### src/rtl/rr_dc_arbiter.sv
// Round-robin arbiter for one decoder-driven resource shared by 2**width requesters.
// Registers the winner's binary index and drives its decoded one-hot grant until release.
module rr_dc_arbiter #(
    parameter int width = 2
) (
    input  logic                    clk,
    input  logic                    rst_n,
    input  logic                    Ena,
    input  logic [(1<<width)-1:0]   req,
    input  logic                    done,
    output logic [(1<<width)-1:0]   gnt,
    output logic [width-1:0]        gnt_idx,
    output logic                    gnt_valid
);

    localparam int N = 1 << width;

    // Handshake: requester i holds req[i] high until it sees gnt[i]; ownership lasts
    // until done=1 or req[gnt_idx]=0 at a clock edge, after which gnt drops for at least
    // one cycle. Ena only gates leaving IDLE; an owner is never preempted.
    typedef enum logic {IDLE, GRANT} state_t;

    state_t           state, state_nxt;
    logic [width-1:0] ptr, ptr_nxt;
    logic [width-1:0] idx_nxt;
    logic [N-1:0]     gnt_nxt;
    logic             valid_nxt;
    logic [width-1:0] winner;
    logic [width-1:0] cand;
    logic             found;

    // Scan starts at ptr and wraps naturally through the width-bit add.
    always_comb begin
        winner = '0;
        found  = 1'b0;
        cand   = '0;
        for (int k = 0; k < N; k++) begin
            cand = ptr + k[width-1:0];
            if (!found && req[cand]) begin
                found  = 1'b1;
                winner = cand;
            end
        end
    end

    always_comb begin
        state_nxt = state;
        ptr_nxt   = ptr;
        idx_nxt   = gnt_idx;
        gnt_nxt   = gnt;
        valid_nxt = gnt_valid;
        case (state)
            IDLE: begin
                if (Ena && found) begin
                    state_nxt = GRANT;
                    idx_nxt   = winner;
                    gnt_nxt   = {{(N-1){1'b0}}, 1'b1} << winner;
                    valid_nxt = 1'b1;
                end
            end
            GRANT: begin
                if (done || !req[gnt_idx]) begin
                    state_nxt = IDLE;
                    gnt_nxt   = '0;
                    valid_nxt = 1'b0;
                    ptr_nxt   = gnt_idx + 1'b1;
                end
            end
        endcase
    end

    always_ff @(posedge clk or negedge rst_n) begin
        if (!rst_n) begin
            state     <= IDLE;
            ptr       <= '0;
            gnt_idx   <= '0;
            gnt       <= '0;
            gnt_valid <= 1'b0;
        end else begin
            state     <= state_nxt;
            ptr       <= ptr_nxt;
            gnt_idx   <= idx_nxt;
            gnt       <= gnt_nxt;
            gnt_valid <= valid_nxt;
        end
    end

endmodule
### config.mk
export PLATFORM = sky130hd
export DESIGN_NAME = rr_dc_arbiter
export DESIGN_NICKNAME = d
export VERILOG_FILES = /design/src/rtl/rr_dc_arbiter.sv
export SDC_FILE = /design/constraint.sdc
export NUM_CORES = 1
export LEC_CHECK = 0
export ABC_AREA = 1
export BUFFER_PORTS_ARGS = -buffer_cell sky130_fd_sc_hd__buf_2
export CAP_MARGIN = 20
export CELL_PAD_IN_SITES_DETAIL_PLACEMENT = 0
export CELL_PAD_IN_SITES_GLOBAL_PLACEMENT = 1
export CORE_ASPECT_RATIO = 2
export CORE_MARGIN = 3
export CORE_UTILIZATION = 25
export CTS_CLUSTER_SIZE = 12
export DETAILED_ROUTE_END_ITERATION = 6
export GPL_TIMING_DRIVEN = 1
export PLACE_DENSITY = 0.62
export SYNTH_ARGS = -nofsm -noshare
export SYNTH_HDL_FRONTEND = slang
export SYNTH_SLANG_ARGS = --single-unit
### constraint.sdc
create_clock -name clk -period 1.5 [get_ports clk]
set_input_delay 0.225 -clock clk [delete_from_list [all_inputs] [get_ports clk]]
set_output_delay 0.225 -clock clk [all_outputs]
set_load 0.05 [all_outputs]
# Word-level counts from Yosys, hierarchy flattened
# Cells that the tools add are included.
[word_totals] ff_bits=10 inputBits=8 output_inout_bits=7 elab_cells=57
[op_classes] n_addsub=4 n_lt_le_gt_ge=5 n_eq_ne=2 n_shift=1 n_mux=27 bitwise=1 n_reduce_logical=12
[ops] op="less-than comparator 2 x 3 -> 1 bit, second input constant" count=5
[ops] op="two-way mux 1 bit" count=13
[ops] op="binary-select mux 1 bit (select 2 bit)" count=5
[ops] op="two-way mux 2 bit" count=4
[ops] op="two-way mux 4 bit" count=2
[ops] op="one-hot mux 4 bit (2 select lines)" count=1
[ops] op="AND reduction 2 bit" count=3
[ops] op="adder 2 x 1 -> 2 bit, second input constant" count=2
[ops] op="adder 2 bit, second input constant" count=2
[ops] op="logical AND 1 bit" count=4
[ops] op="zero test 1 bit" count=4
[ops] op="one-hot mux 1 bit (2 select lines)" count=2
[ops] op="<< shifter 1 x 2 -> 4 bit, first input constant" count=1
[ops] op="inequality test 2 x 1 -> 1 bit, second input constant" count=1
[ops] op="inequality test 2 bit, second input constant" count=1
[ops] op="logical OR 1 bit" count=1
[ops] op="inverter 1 bit" count=1

# Depth between registers and ports, before layout
[depth] depth_word=15 ltp_mapped=12 ltp_nobuf=12

# Least setup slack after synthesis
# Ideal clock, no wire load.
[synth_timing] path_type="register to register" start="register gnt_idx[0]" end="register ptr[0]" setup_ns=0.152 t_arrival_ns=1.293 t_required_ns=1.348 slack_ns=0.055 stages_incl_launch_ff=6 n_path_buf=0 synth_period_minus_slack_ns=1.445 cell_sequence="dfrtp_1 > a21oi_1 > o21ai_1 > nand3b_1 > nand2_2 > o21ai_0"
[synth_between] elab_chain_len=5 elab_cells_between_ends=6 cone_classes="add/sub (1); mux (2); reduce/logical (3)"
[synth_rtl] item="start: declaration" line_no="12" text="output logic [width-1:0] gnt_idx,"
[synth_rtl] item="start signal: assignment" line_no="82" text="gnt_idx <= idx_nxt;"
[synth_rtl] item="binary-select mux 1 bit (select 2 bit)" line_no="62" text="if (done || !req[gnt_idx]) begin"
[synth_rtl] item="two-way mux 1 bit (not written as such)" line_no="62"
[synth_rtl] item="zero test 1 bit" line_no="62"
[synth_rtl] item="logical OR 1 bit" line_no="62"
[synth_rtl] item="AND reduction 2 bit (no source line)"
[synth_rtl] item="end signal: assignment" line_no="81" text="ptr <= ptr_nxt;"
[synth_rtl] item="end: declaration" line_no="24" text="logic [width-1:0] ptr, ptr_nxt;"
# Several ways; a longest one is shown, not always the timed one. The select of a mux whose other input is x is not followed.
# A chain may end at the register's enable or synchronous reset.

# Worst setup path in the final report
[layout_timing] start="register ptr[0]" end="register gnt[0]"
[layout_between] elab_chain_len=15 elab_cells_between_ends=31 cone_classes="add/sub (3); eq/ne (1); shift (1); mux (18); reduce/logical (8)"
[layout_rtl] item="branches (longest 15 deep; another with adder 2 x 1 -> 2 bit)"
[layout_rtl] item="end signal: assignment" line_no="83" text="gnt <= gnt_nxt;"
[layout_rtl] item="end: declaration" line_no="11" text="output logic [(1<<width)-1:0] gnt,"
# Several ways; the timed one is not identified. The select of a mux whose other input is x is not followed.

==> results.json <==
{
  "crit_slowest_cell": "dfrtp_2",
  "timing.fmax_ghz": 0.670,
  "areaGrowthSynthToFinish_pct": 47.8,
  "synth.avg_cell_area_um2": 6.86,
  "clock_sink_count": 10,
  "insertedDiodeCount": 0,
  "irDropWorstVdd_v": 0.000942,
  "drv_cap": 0,
  "finalHoldViolCount": 0,
  "syn_inst": 116,
  "chipHeight_um": 85.8,
  "grt_use_met3_pct": 1.89,
  "fin_worst_skew_ns": 0.000998,
  "slew_viol_final": 0,
  "cpPeakStageDelay_ns": 0.44,
  "p_switching_uw": 1630,
  "grt_pass1_wl_um": 3760,
  "end_kind": "register",
  "antenna_found_initial": 0,
  "power.total_uw": 3020,
  "switching_share_pct": 53.9,
  "fin_crit_ns": 1.49,
  "detail_route.vias_per_cell": 4.77,
  "met2_usage_pct": 23.0,
  "die_area_um2": 3940,
  "wl_per_cell_um": 13.2,
  "place_ws_ns": -0.0750,
  "syn_area_um2": 796,
  "dp.cells": 168,
  "grt_overflow_total": 0,
  "yosysSeqAreaShare_pct": 31.4,
  "cts-htree-levels": 1,
  "syn_nets": 124,
  "layout.nets": 157,
  "gp_congestion": 0.775,
  "grt_pass1_vias": 830,
  "die-width_um": 45.9,
  "grt.busiest_layer": "met2",
  "path_common_cell": "nand2_4",
  "power_density_nw_per_um2": 2570,
  "final_cell_count_no_fill": 177,
  "cts_root_buffer": "clkbuf_8",
  "status": "complete, no violations",
  "ys_seq_elements": 10,
  "pwr-share-seq_pct": 17.4,
  "fill_cells": 331,
  "met1_usage_pct": 13.6,
  "ioPinCount": 15,
  "cp_max_fo": 7,
  "cts_tree": "built",
  "firstDrtPassIters": 4,
  "core_area_um2": 3010,
  "final-setup-viol-count": 0,
  "vias": 845,
  "layout_commonest_cell": "nand2_1",
  "fin_crit_sh_pct": 99.5,
  "max_slew_margin_pct": 83.1,
  "critical_path_required_ns": 1.62,
  "drt_wl_total_um": 2340,
  "fp-row-count": 28,
  "power_frac_comb_pct": 73.4,
  "p_leak_uw": 0.000628,
  "grt_start_max_net_pins": 11,
  "dp_hpwl_um": 1840,
  "io_buffer_count": 14,
  "yosys.cell_types.count": 20,
  "setup-tns-final_ns": 0,
  "drive_above_1_share_pct": 54.4,
  "ys.warnings.count": 0,
  "worst_slew_pin_slew_ns": 0.256,
  "clkPwrFrac_pct": 9.2,
  "initialDrtViolationCount": 6,
  "final_cell_mix": "nand2_1 (30), nand2_2 (18), buf_2 (14), buf_4 (12)",
  "clk_latency_ns": 0.23,
  "track_usage_pct": 12.9,
  "cts_inserted_buffers": 3,
  "crit_chain": "buf_6 > nand2_4 > nand2_4 > nand2_4 > nand2_4 > nor2_4 > nand3_2 > nand2_4 > inv_2 > nand3_1 > nand2_1",
  "crit_type": "register to register",
  "clock_path_buffers": 2,
  "initial_core_util_pct": 26.4,
  "drc_errors": 0,
  "critPathLaunchType": "register",
  "p_int_uw": 1390,
  "ant_nets": 0,
  "min_path_type": "input port to register",
  "worstPathArrival_ns": 1.62,
  "rsz0062_at_grt": "yes",
  "clk_pin_slew_worst_paths_ns": 0.05,
  "post-route-worst-setup-slack_ns": 0.00708
}
## worst max-delay path, delay by kind of cell (launching register included)
family	cells	cell delay [ns]
buffers and inverters	2	0.21
flip-flops	1	0.44
AND/OR/NAND/NOR	9	0.73
## repair_timing
action / CTS / global route
endpoints found under the hold margin: 10 / 0
buffers inserted: 1 / 4
endpoints found under the setup margin: 7 / 7
pin swaps: 3 / 13
hold buffers: 1 / 0
resized for setup: 11 / 28
cloned: 0 / 0
## stage by stage
step / hold WS [ns] / util (%) / cell area (um2)
2_1_floorplan: -0.0706 / - / 796
3_3_place_gp: 0.0978 / 31.7 / 956
3_5_place_dp: 0.105 / 31.7 / 956
4_1_cts: 0.362 / 34.8 / 1050
5_1_grt: 0.377 / 39.0 / 1180
6_report: 0.349 / 39.0 / 1180
## power by group through the flow
stage	sequential (uW)	clock, uW	combinational, uW
3_5_place_dp	496	0	1790
3_3_place_gp	493	0	1800
5_1_grt	542	301	2430
2_1_floorplan	752	0	1040
6_report	525	279	2210
4_1_cts	511	280	1900
## synthesized netlist by cell type (all sizes together)
cell | instances | share of area (%)
a21boi | 1 | 1.4
a21oi | 1 | 0.63
buf | 2 | 2.8
dfrtp | 10 | 31
inv | 12 | 5.7
nand2 | 57 | 31
nand3 | 15 | 13
nand3b | 1 | 0.94
nand4 | 1 | 0.79
nor2 | 8 | 5.3
o211ai | 1 | 0.94
o21ai | 6 | 4.7
xnor2 | 1 | 1.1
## cell families (layout without fill, tap and decap cells)
| family | after synthesis | in the layout | synth area share (%) |
|---|---|---|---|
| AO/OA/AOI/OAI | 9 | 9 | 7.70 |
| buffers and inverters | 14 | 45 | 8.49 |
| XOR/XNOR | 1 | 1 | 1.10 |
| flip-flops | 10 | 10 | 31.4 |
| AND/OR/NAND/NOR | 82 | 82 | 51.3 |
## layer usage
layer  routed length [um]  part of all wire [%]  vias to the layer above
met5                    0                     0                        -
met4                   98                   4.2                        0
met3                   76                   3.3                        9
met2                 1360                    58                       20
met1                  802                    34                      386
li1                     -                     -                      430
## registers in the layout (all words and copies together) (netlist names)
name and cells:
gnt 4, gnt_idx 2, ptr 2, gnt_valid 1
state 1
## layout make-up
class / instances / area [um2] / share of cell area, %
Tap cell: 30 / 37.5 / 3.19
Inverter: 12 / 52.6 / 4.47
Timing Repair Buffer: 30 / 204 / 17.3
Clock buffer: 3 / 41.3 / 3.51
Multi-Input combinational cell: 92 / 588 / 50.0
Sequential cell: 10 / 253 / 21.5
## final timing paths
path / from / end / slack [ns] / depth (start not counted)
min in group asynchronous: rst_n / gnt[2] / 0.38 / 2
worst min-delay path: done / state / 0.35 / 3
worst min register to register: gnt_valid / gnt_valid / 0.49 / 2
worst max register to register: ptr[0] / gnt[0] / 0.007 / 11
max in group asynchronous: rst_n / ptr[0] / 0.91 / 2
worst max-delay path: ptr[0] / gnt[0] / 0.007 / 11
No activity file was read; power rests on OpenSTA's default activity.
